===== config.mk =====
export PLATFORM = sky130hd
export DESIGN_NAME = obstacle_sensor_frontend
export DESIGN_NICKNAME = d
export VERILOG_FILES = /design/src/rtl/obstacle_sensor_frontend.sv
export SDC_FILE = /design/constraint.sdc
export NUM_CORES = 1
export LEC_CHECK = 0
export ABC_AREA = 1
export CAP_MARGIN = 0
export CELL_PAD_IN_SITES_DETAIL_PLACEMENT = 0
export CELL_PAD_IN_SITES_GLOBAL_PLACEMENT = 1
export CORE_MARGIN = 2
export CORE_UTILIZATION = 45
export CTS_CLUSTER_DIAMETER = 200
export DETAILED_ROUTE_END_ITERATION = 10
export PLACE_DENSITY_LB_ADDON = 0.1
export REMOVE_ABC_BUFFERS = 1
export SYNTH_ARGS = -nofsm -noshare
export SYNTH_HDL_FRONTEND = slang
export SYNTH_SLANG_ARGS = --single-unit

===== constraint.sdc =====
create_clock -name clk -period 10.2 [get_ports clk]
set_input_delay 1.02 -clock clk [delete_from_list [all_inputs] [get_ports clk]]
set_output_delay 1.02 -clock clk [all_outputs]
set_load 0.005 [all_outputs]

===== src/rtl/obstacle_sensor_frontend.sv =====
// obstacle_sensor_frontend
// Conditions time-multiplexed front/left/right range samples for the
// collision-avoidance controller: 4-tap moving average per channel,
// hysteresis obstacle detection, front slow band and qualified lane-clear.
// Optional stale-sensor watchdog enabled by defining STALE_WATCHDOG_EN.
module obstacle_sensor_frontend #(
  parameter int DIST_W     = 8,
  parameter int NEAR_TH    = 20,
  parameter int HYST       = 4,
  parameter int SLOW_TH    = 50,
  parameter int CLEAR_TH   = 80,
  parameter int CLEAR_HOLD = 3,
  parameter int TIMEOUT    = 1000
) (
  input  logic              clk,
  input  logic              rst,
  input  logic              sample_valid,
  output logic              sample_ready,
  input  logic [1:0]        sample_channel,
  input  logic [DIST_W-1:0] sample_distance,
  output logic              front_obstacle_detected,
  output logic              left_obstacle_detected,
  output logic              right_obstacle_detected,
  output logic              front_obstacle_slow,
  output logic              lane_clear_left,
  output logic              lane_clear_right,
  output logic [DIST_W-1:0] front_dist_filt,
  output logic [2:0]        sensor_stale,
  output logic              err_bad_channel
);

  localparam int SUM_W = DIST_W + 2;
  localparam int CMP_W = DIST_W + 2;
  localparam int CNT_W = (CLEAR_HOLD < 2) ? 1 : $clog2(CLEAR_HOLD + 1);

  localparam logic [SUM_W-1:0] SUM_INIT  = {{DIST_W{1'b1}}, 2'b00};
  localparam logic [CMP_W-1:0] NEAR_V    = CMP_W'(NEAR_TH);
  localparam logic [CMP_W-1:0] RELEASE_V = CMP_W'(NEAR_TH + HYST);
  localparam logic [CMP_W-1:0] SLOW_V    = CMP_W'(SLOW_TH);
  localparam logic [CMP_W-1:0] CLEAR_V   = CMP_W'(CLEAR_TH);
  localparam logic [CNT_W-1:0] HOLD_V    = CNT_W'(CLEAR_HOLD);

  localparam logic [0:0] ST_ACCEPT = 1'b0;
  localparam logic [0:0] ST_UPDATE = 1'b1;

  // Filtered value: running sum divided by four, truncated.
  function automatic logic [DIST_W-1:0] filt_of(input logic [SUM_W-1:0] s);
    return s[SUM_W-1:2];
  endfunction

  // Running-sum update; the sum of four DIST_W samples always fits SUM_W.
  function automatic logic [SUM_W-1:0] sum_next(input logic [SUM_W-1:0] s,
                                                input logic [DIST_W-1:0] add,
                                                input logic [DIST_W-1:0] drop);
    return s + {2'b00, add} - {2'b00, drop};
  endfunction

  // Hysteresis: set below NEAR_TH, clear at NEAR_TH+HYST or above, else hold.
  function automatic logic hyst_next(input logic prev, input logic [DIST_W-1:0] f);
    if ({2'b00, f} < NEAR_V)
      return 1'b1;
    else if ({2'b00, f} >= RELEASE_V)
      return 1'b0;
    else
      return prev;
  endfunction

  function automatic logic in_slow_band(input logic [DIST_W-1:0] f);
    return ({2'b00, f} >= NEAR_V) && ({2'b00, f} < SLOW_V);
  endfunction

  // Saturating increment of the lane-clear qualification counter.
  function automatic logic [CNT_W-1:0] sat_inc(input logic [CNT_W-1:0] c);
    return (c >= HOLD_V) ? HOLD_V : c + 1'b1;
  endfunction

  function automatic logic [CNT_W-1:0] clear_cnt_next(input logic [CNT_W-1:0] c,
                                                      input logic [DIST_W-1:0] f);
    return ({2'b00, f} >= CLEAR_V) ? sat_inc(c) : '0;
  endfunction

  logic [0:0]        state;
  logic              xfer;
  logic              vld_p0;
  logic [1:0]        ch_p0;
  logic [DIST_W-1:0] dist_p0;
  logic              vld_p1;
  logic [1:0]        ch_p1;

  logic [DIST_W-1:0] hist [3][4];
  logic [SUM_W-1:0]  sum  [3];
  logic [DIST_W-1:0] filt [3];
  logic [2:0]        upd;
  logic [2:0]        obst;
  logic [2:0]        obst_n;
  logic              slow;
  logic [CNT_W-1:0]  clr_cnt   [2];
  logic [CNT_W-1:0]  clr_cnt_n [2];
  logic [1:0]        lane;
  logic [2:0]        force_fs;
  logic [2:0]        stale_vec;

  assign sample_ready = (state == ST_ACCEPT);
  assign xfer         = sample_valid && sample_ready;

  // Handshake FSM: one accept cycle, then one update cycle with ready low.
  always_ff @(posedge clk or posedge rst) begin
    if (rst)
      state <= ST_ACCEPT;
    else if (state == ST_UPDATE)
      state <= ST_ACCEPT;
    else if (xfer)
      state <= ST_UPDATE;
  end

  // ---- p0: capture accepted sample ----
  // Valid marker for the captured sample.
  always_ff @(posedge clk or posedge rst) begin
    if (rst)
      vld_p0 <= 1'b0;
    else
      vld_p0 <= xfer;
  end

  // Sample payload; only meaningful while vld_p0 is high.
  always_ff @(posedge clk) begin
    if (xfer) begin
      ch_p0   <= sample_channel;
      dist_p0 <= sample_distance;
    end
  end

  // ---- p1: history and running sum ----
  // Shift the new sample into its channel history and update the sum.
  always_ff @(posedge clk or posedge rst) begin
    if (rst) begin
      for (int c = 0; c < 3; c++) begin
        sum[c] <= SUM_INIT;
        for (int t = 0; t < 4; t++)
          hist[c][t] <= '1;
      end
    end else if (vld_p0) begin
      for (int c = 0; c < 3; c++) begin
        if (ch_p0 == 2'(c)) begin
          sum[c]     <= sum_next(sum[c], dist_p0, hist[c][3]);
          hist[c][0] <= dist_p0;
          for (int t = 1; t < 4; t++)
            hist[c][t] <= hist[c][t-1];
        end
      end
    end
  end

  // Valid and sticky bad-channel error alongside the history update.
  always_ff @(posedge clk or posedge rst) begin
    if (rst) begin
      vld_p1          <= 1'b0;
      err_bad_channel <= 1'b0;
    end else begin
      vld_p1 <= vld_p0;
      if (vld_p0 && ch_p0 == 2'd3)
        err_bad_channel <= 1'b1;
    end
  end

  // Channel tag follows its valid into the flag stage.
  always_ff @(posedge clk) begin
    ch_p1 <= ch_p0;
  end

  // Next-state flag values for the channel being evaluated.
  always_comb begin
    for (int c = 0; c < 3; c++) begin
      filt[c]   = filt_of(sum[c]);
      upd[c]    = vld_p1 && (ch_p1 == 2'(c));
      obst_n[c] = hyst_next(obst[c], filt[c]);
    end
    for (int s = 0; s < 2; s++)
      clr_cnt_n[s] = clear_cnt_next(clr_cnt[s], filt[s+1]);
  end

`ifdef STALE_WATCHDOG_EN
  localparam int TO_W = $clog2(TIMEOUT + 1);
  localparam logic [TO_W-1:0] TIMEOUT_V = TO_W'(TIMEOUT);

  logic [TO_W-1:0] to_cnt [3];
  logic [2:0]      stale_q;
  logic [2:0]      stale_set;

  // Per-channel idle counter, restarted by each accepted sample.
  always_ff @(posedge clk or posedge rst) begin
    if (rst) begin
      for (int c = 0; c < 3; c++)
        to_cnt[c] <= '0;
    end else begin
      for (int c = 0; c < 3; c++) begin
        if (xfer && sample_channel == 2'(c))
          to_cnt[c] <= '0;
        else if (to_cnt[c] != TIMEOUT_V)
          to_cnt[c] <= to_cnt[c] + 1'b1;
      end
    end
  end

  always_comb begin
    for (int c = 0; c < 3; c++)
      stale_set[c] = (to_cnt[c] == TIMEOUT_V);
  end

  // Stale flag: raised at timeout, lowered by the next flag update of that channel.
  always_ff @(posedge clk or posedge rst) begin
    if (rst)
      stale_q <= 3'b000;
    else begin
      for (int c = 0; c < 3; c++) begin
        if (upd[c])
          stale_q[c] <= 1'b0;
        else if (stale_set[c])
          stale_q[c] <= 1'b1;
      end
    end
  end

  assign force_fs  = stale_set | stale_q;
  assign stale_vec = stale_q;
`else
  assign force_fs  = 3'b000;
  assign stale_vec = 3'b000;
`endif

  // ---- p2: registered flags ----
  // Evaluate the sampled channel; stale channels are held in the fail-safe state.
  always_ff @(posedge clk or posedge rst) begin
    if (rst) begin
      obst            <= 3'b000;
      slow            <= 1'b0;
      lane            <= 2'b00;
      front_dist_filt <= '1;
      for (int s = 0; s < 2; s++)
        clr_cnt[s] <= '0;
    end else begin
      if (upd[0]) begin
        obst[0]         <= obst_n[0];
        slow            <= in_slow_band(filt[0]);
        front_dist_filt <= filt[0];
      end else if (force_fs[0]) begin
        obst[0] <= 1'b1;
        slow    <= 1'b0;
      end
      for (int s = 0; s < 2; s++) begin
        if (upd[s+1]) begin
          obst[s+1]  <= obst_n[s+1];
          clr_cnt[s] <= clr_cnt_n[s];
          lane[s]    <= (clr_cnt_n[s] == HOLD_V) && !obst_n[s+1];
        end else if (force_fs[s+1]) begin
          obst[s+1]  <= 1'b1;
          clr_cnt[s] <= '0;
          lane[s]    <= 1'b0;
        end
      end
    end
  end

  assign front_obstacle_detected = obst[0];
  assign left_obstacle_detected  = obst[1];
  assign right_obstacle_detected = obst[2];
  assign front_obstacle_slow     = slow;
  assign lane_clear_left         = lane[0];
  assign lane_clear_right        = lane[1];
  assign sensor_stale            = stale_vec;

endmodule


# Word-level counts from Yosys, hierarchy flattened
# Cells that the tools add are included.
[op_classes]
n_lt_le_gt_ge = 12
eq_ne = 7
bitwise_logic = 1
add_sub_neg = 8
muxes = 12
reduce_logical = 17
[op_table]
columns = ["cell", "n"]
rows = [
  ["8-bit by 5-bit greater-or-equal comparator with 1-bit output, second input constant", 4],
  ["10-bit by 8-bit adder with 10-bit output", 3],
  ["10-bit by 8-bit subtractor with 10-bit output", 3],
  ["8-bit by 5-bit < comparator with 1-bit output, second input constant", 3],
  ["8-bit by 7-bit greater-or-equal comparator with 1-bit output, second input constant", 2],
  ["2-bit equality test, second input constant", 5],
  ["1-bit logical AND", 8],
  ["8-bit by 6-bit < comparator with 1-bit output, second input constant", 1],
  ["1-bit two-way mux", 8],
  ["2-bit two-way mux", 4],
  ["2-bit AND reduction", 4],
  ["2-bit by 1-bit adder with 2-bit output, second input constant", 2],
  ["2-bit by 1-bit equality test with 1-bit output, second input constant", 2],
  ["2-bit greater-or-equal comparator, second input constant", 2],
  ["2-bit logical NOT", 2],
  ["1-bit logical NOT", 2],
  ["2-bit nonzero test", 1],
  ["1-bit inverter", 1],
]
[word_totals]
register_bits = 160
out_inout_bits = 19
input_bits = 13

# Longest topological paths before layout
[logic_depth]
depth_word = 5
ltp_mapped = 13
mapped_depth_nobuf = 13

# Least setup slack after synthesis
# No wires, ideal clock.
[synth_path]
path_kind = "register -> register"
start = "reg sum (netlist bit filt[1])"
end = "reg sum (netlist bit filt[2])"
path_slack_ps = 8044
t_arrival_ps = 2071
path_stages_with_launch = 10
synth_period_minus_slack_ps = 2156
cell_sequence = "dfstp_2 -> inv_1 -> fa_1 -> inv_1 -> ha_1 -> a21oi_1 -> o21ai_0 -> or2_2 -> nand3_1 -> o21ai_0"
[synth_between]
elab_chain_cells = 2
[synth_lines]
columns = ["element", "line_no", "rtl"]
rows = [
  ["from (decl)", "91", "logic [SUM_W-1:0] sum [3];"],
  ["from (signal, indexed assignment)", "145", "sum[c] <= sum_next(sum[c], dist_p0, hist[c][3]);"],
  ["10-bit by 8-bit adder with 10-bit output", "55", "return s + {2'b00, add} - {2'b00, drop};"],
  ["10-bit by 8-bit subtractor with 10-bit output", "55", ""],
]
# No other way between the ends.
# A chain may end at the register's enable or synchronous reset.

# Final worst setup path
[layout_path]
start = "reg dist_p0[1]"
end = "reg sum (netlist bit filt[22])"
[layout_between]
elab_chain_cells = 2
[layout_lines]
columns = ["element", "line_no", "rtl"]
rows = [
  ["from (decl)", "86", "logic [DIST_W-1:0] dist_p0;"],
  ["from (signal assigned)", "129", "dist_p0 <= sample_distance;"],
  ["10-bit by 8-bit adder with 10-bit output", "55", ""],
  ["10-bit by 8-bit subtractor with 10-bit output", "55", ""],
]
# No other way between the ends.

==> flow_metrics.tcl <==
set metrics [dict create \
    status "completed" \
    route.detailed.wl_per_inst_um 13.4 \
    crit_type "reg2reg" \
    die_w_um 139 \
    slew_violations 0 \
    endpoint_kind "flop" \
    min-delay-path-class "reg2reg" \
    p_leak_nw 4.46 \
    drt-initial-drc-count 307 \
    total_power_mw 2.89 \
    slowest_delay_ns 0.52 \
    fin_tns_setup_ns 0 \
    area_growth_pct 12.7 \
    cts_tree "done" \
    ir_drop_uv 202 \
    netlist.area_leader.share 0.409 \
    critical_path_buf_inv_count 1 \
    cts_hold_buf 0 \
    path_common_cell "nand2_1" \
    routabilityCongestion 0.757 \
    worst_slew_pin_slew_ns 0.948 \
    first_pass_iters 5 \
    ys_seq_elements 159 \
    cts_buffer_depth 2 \
    timing.final.crit_share 0.259 \
    gr-total-overflow 0 \
    coreArea_um2 18000 \
    finalCoreUtilization 0.516 \
    drive_gt1_frac 0.175 \
    grt_max_degree 81 \
    syn_inst 960 \
    path_clk_slew_ns 0.07 \
    port_buffers 28 \
    cts_made_buffers 17 \
    maxSlewHeadroom 0.367 \
    io_pins 32 \
    synth.largest_area_cell "dfstp_2" \
    yosys-top-cells-area "dfstp_2 41%, nand2_1 17%, inv_1 6.3%" \
    htreeDepth 4 \
    n_antenna_cell 0 \
    yosysWarnings 0 \
    worstSetupStartpointType "flop" \
    fin_skew_ns 0.0144 \
    maxCapViolations 0 \
    viasPerCell 4.69 \
    cts-root-buf "clkbuf_16" \
    clock_sinks 159 \
    die_y_um 139 \
    drtAntennaViolNets 0 \
    post_cts_resized 0 \
    post_cts_buffers 0 \
    period_needed_ns 2.64 \
    setup_violations 0 \
    grt_usage 0.186 \
    start_util 0.458 \
    crit_slowest_cell "fa_1" \
    rsz0062_at_grt "no" \
    final_nets 1057 \
    grt_first_pass_wirelength_mm 28.8 \
    fmax_mhz 379 \
    holdWs_ns 0.457 \
    synthDistinctLibCells 31 \
    timing.critical_path.max_delay_family "adder cells" \
    first_global_vias 5799 \
    hold_viol 0 \
    critPathArrivalTime_ns 2.99 \
    antenna_found_initial 0 \
    power_density_nw_per_um2 312 \
    dieArea_um2 19400 \
    syn_area_um2 8230 \
    dp_hpwl_mm 10.9 \
    crit_fanout 5 \
    crit_chain "inv_1 > fa_1 > fa_1 > o21ai_0 > nand2_1 > nand2_1 > nand2_1 > nand3_1 > nand2_1" \
    syn_area_per_cell_um2 8.57 \
    required_ns 10.55 \
    drc 0 \
    clk_latency_ns 0.43 \
    seq_area_frac_synth 0.508 \
    routed_wl_mm 16.4 \
    fp-row-count 49 \
    num_vias 5746 \
]
==> worst min-delay path, stage by stage, from the launching register on <==
cell and delay (ns):
dfstp_2 0.37, nand2_1 0.05, nand2_1 0.04
==> Yosys cell counts <==
cell type    n
nor3_4       1
nand4_1      8
or2_2        3
inv_2        4
xor2_1       1
dfstp_2    128
conb_1       1
xnor2_1      5
nor3_1       4
nand3b_1     4
o211ai_1     1
o21bai_1     3
ha_1        36
nor3_2       1
nand3_1     41
fa_1        24
dfrtp_1     19
o21ai_0     52
clkbuf_1     8
dfxtp_1      2
a21oi_1     17
o21a_1       5
edfxtp_1    10
a31o_2       1
inv_1      137
a21boi_0     1
buf_4        4
o21ai_1     19
buf_2       17
nor2_1      26
nand2_1    377
==> sequential cells by signal (all words and copies together) (netlist names) <==
| register | cells |
|---|---|
| state | 1 |
| front_dist_filt | 8 |
| clr_cnt | 4 |
| hist | 96 |
| lane | 2 |
| ch_p0 | 2 |
| ch_p1 | 2 |
| obst | 3 |
| err_bad_channel | 1 |
| filt | 24 |
| front_obstacle_slow | 1 |
| vld_p1 | 1 |
| sum | 6 |
| dist_p0 | 8 |
==> where the power goes <==
group	switching (mW)	internal, mW	total [mW]
clock	0.277	0.341	0.618
combinational	0.725	0.508	1.23
sequential	0.111	0.930	1.04
total	1.11	1.78	2.89
==> per-layer routing <==
metal	global-route usage	vias up	routed length, um	share of wire
met5	0	-	0	0
met4	0.0526	0	234	0.014
met3	0.0396	14	309	0.019
met2	0.292	42	7500	0.46
met1	0.264	2695	8360	0.51
li1	-	2995	-	-
==> per-stage QoR <==
step / cell area, um2 / worst slack, ns / std cells
final: 9270 / 7.56 / 1226
after global routing: 9270 / 7.25 / 1226
after CTS: 9270 / 7.53 / 1226
after detailed placement: 8700 / 7.22 / 1194
after global placement: 8700 / 7.19 / 1194
after floorplan: 8090 / 5.44 / 933
==> final timing paths <==
kind | depth (start not counted) | from | endpoint | slack (ns)
worst min register to register | 2 | hist[26] | hist[18] | 0.46
min in group asynchronous | 2 | rst | err_bad_channel | 1.08
worst max-delay path | 9 | dist_p0[1] | filt[22] | 7.56
worst min-delay path | 2 | hist[26] | hist[18] | 0.46
worst max register to register | 9 | dist_p0[1] | filt[22] | 7.56
max in group asynchronous | 3 | rst | sum[11] | 7.81
==> layout make-up <==
| class | instances | area [um2] |
|---|---|---|
| inverter | 141 | 534 |
| multi-input combinational | 633 | 3390 |
| clock buffer | 18 | 429 |
| tap | 229 | 287 |
| timing repair buffer | 32 | 310 |
| fill | 1749 | 8690 |
| clock inverter | 14 | 136 |
| sequential | 159 | 4180 |
==> cells in the final DEF (no fill, tap or decap), drive strengths merged, types with 2 or more instances in the layout <==
cell type and n:
a21oi 17, buf 4, clkbuf 18, clkdlybuf4s50 28
clkinv 5, clkinvlp 3, conb 3, dfrtp 19
dfstp 128, dfxtp 2, edfxtp 10, fa 24
ha 36, inv 146, nand2 377, nand3 41
nand3b 4, nand4 8, nor2 26, nor3 6
o21a 5, o21ai 71, o21bai 3, or2 3
xnor2 5
==> kinds of logic (layout without fill, tap and decap cells) <==
kind of cell	count (synthesis)	count (layout)	synth area share
buf+inv	170	205	0.0820
flops	159	159	0.508
fa+ha+maj	60	60	0.113
compound gates	99	99	0.0637
other cells	1	3	0.000456
xor+xnor	6	6	0.00639
simple gates	465	465	0.226
(Power assumes the default switching activity.)
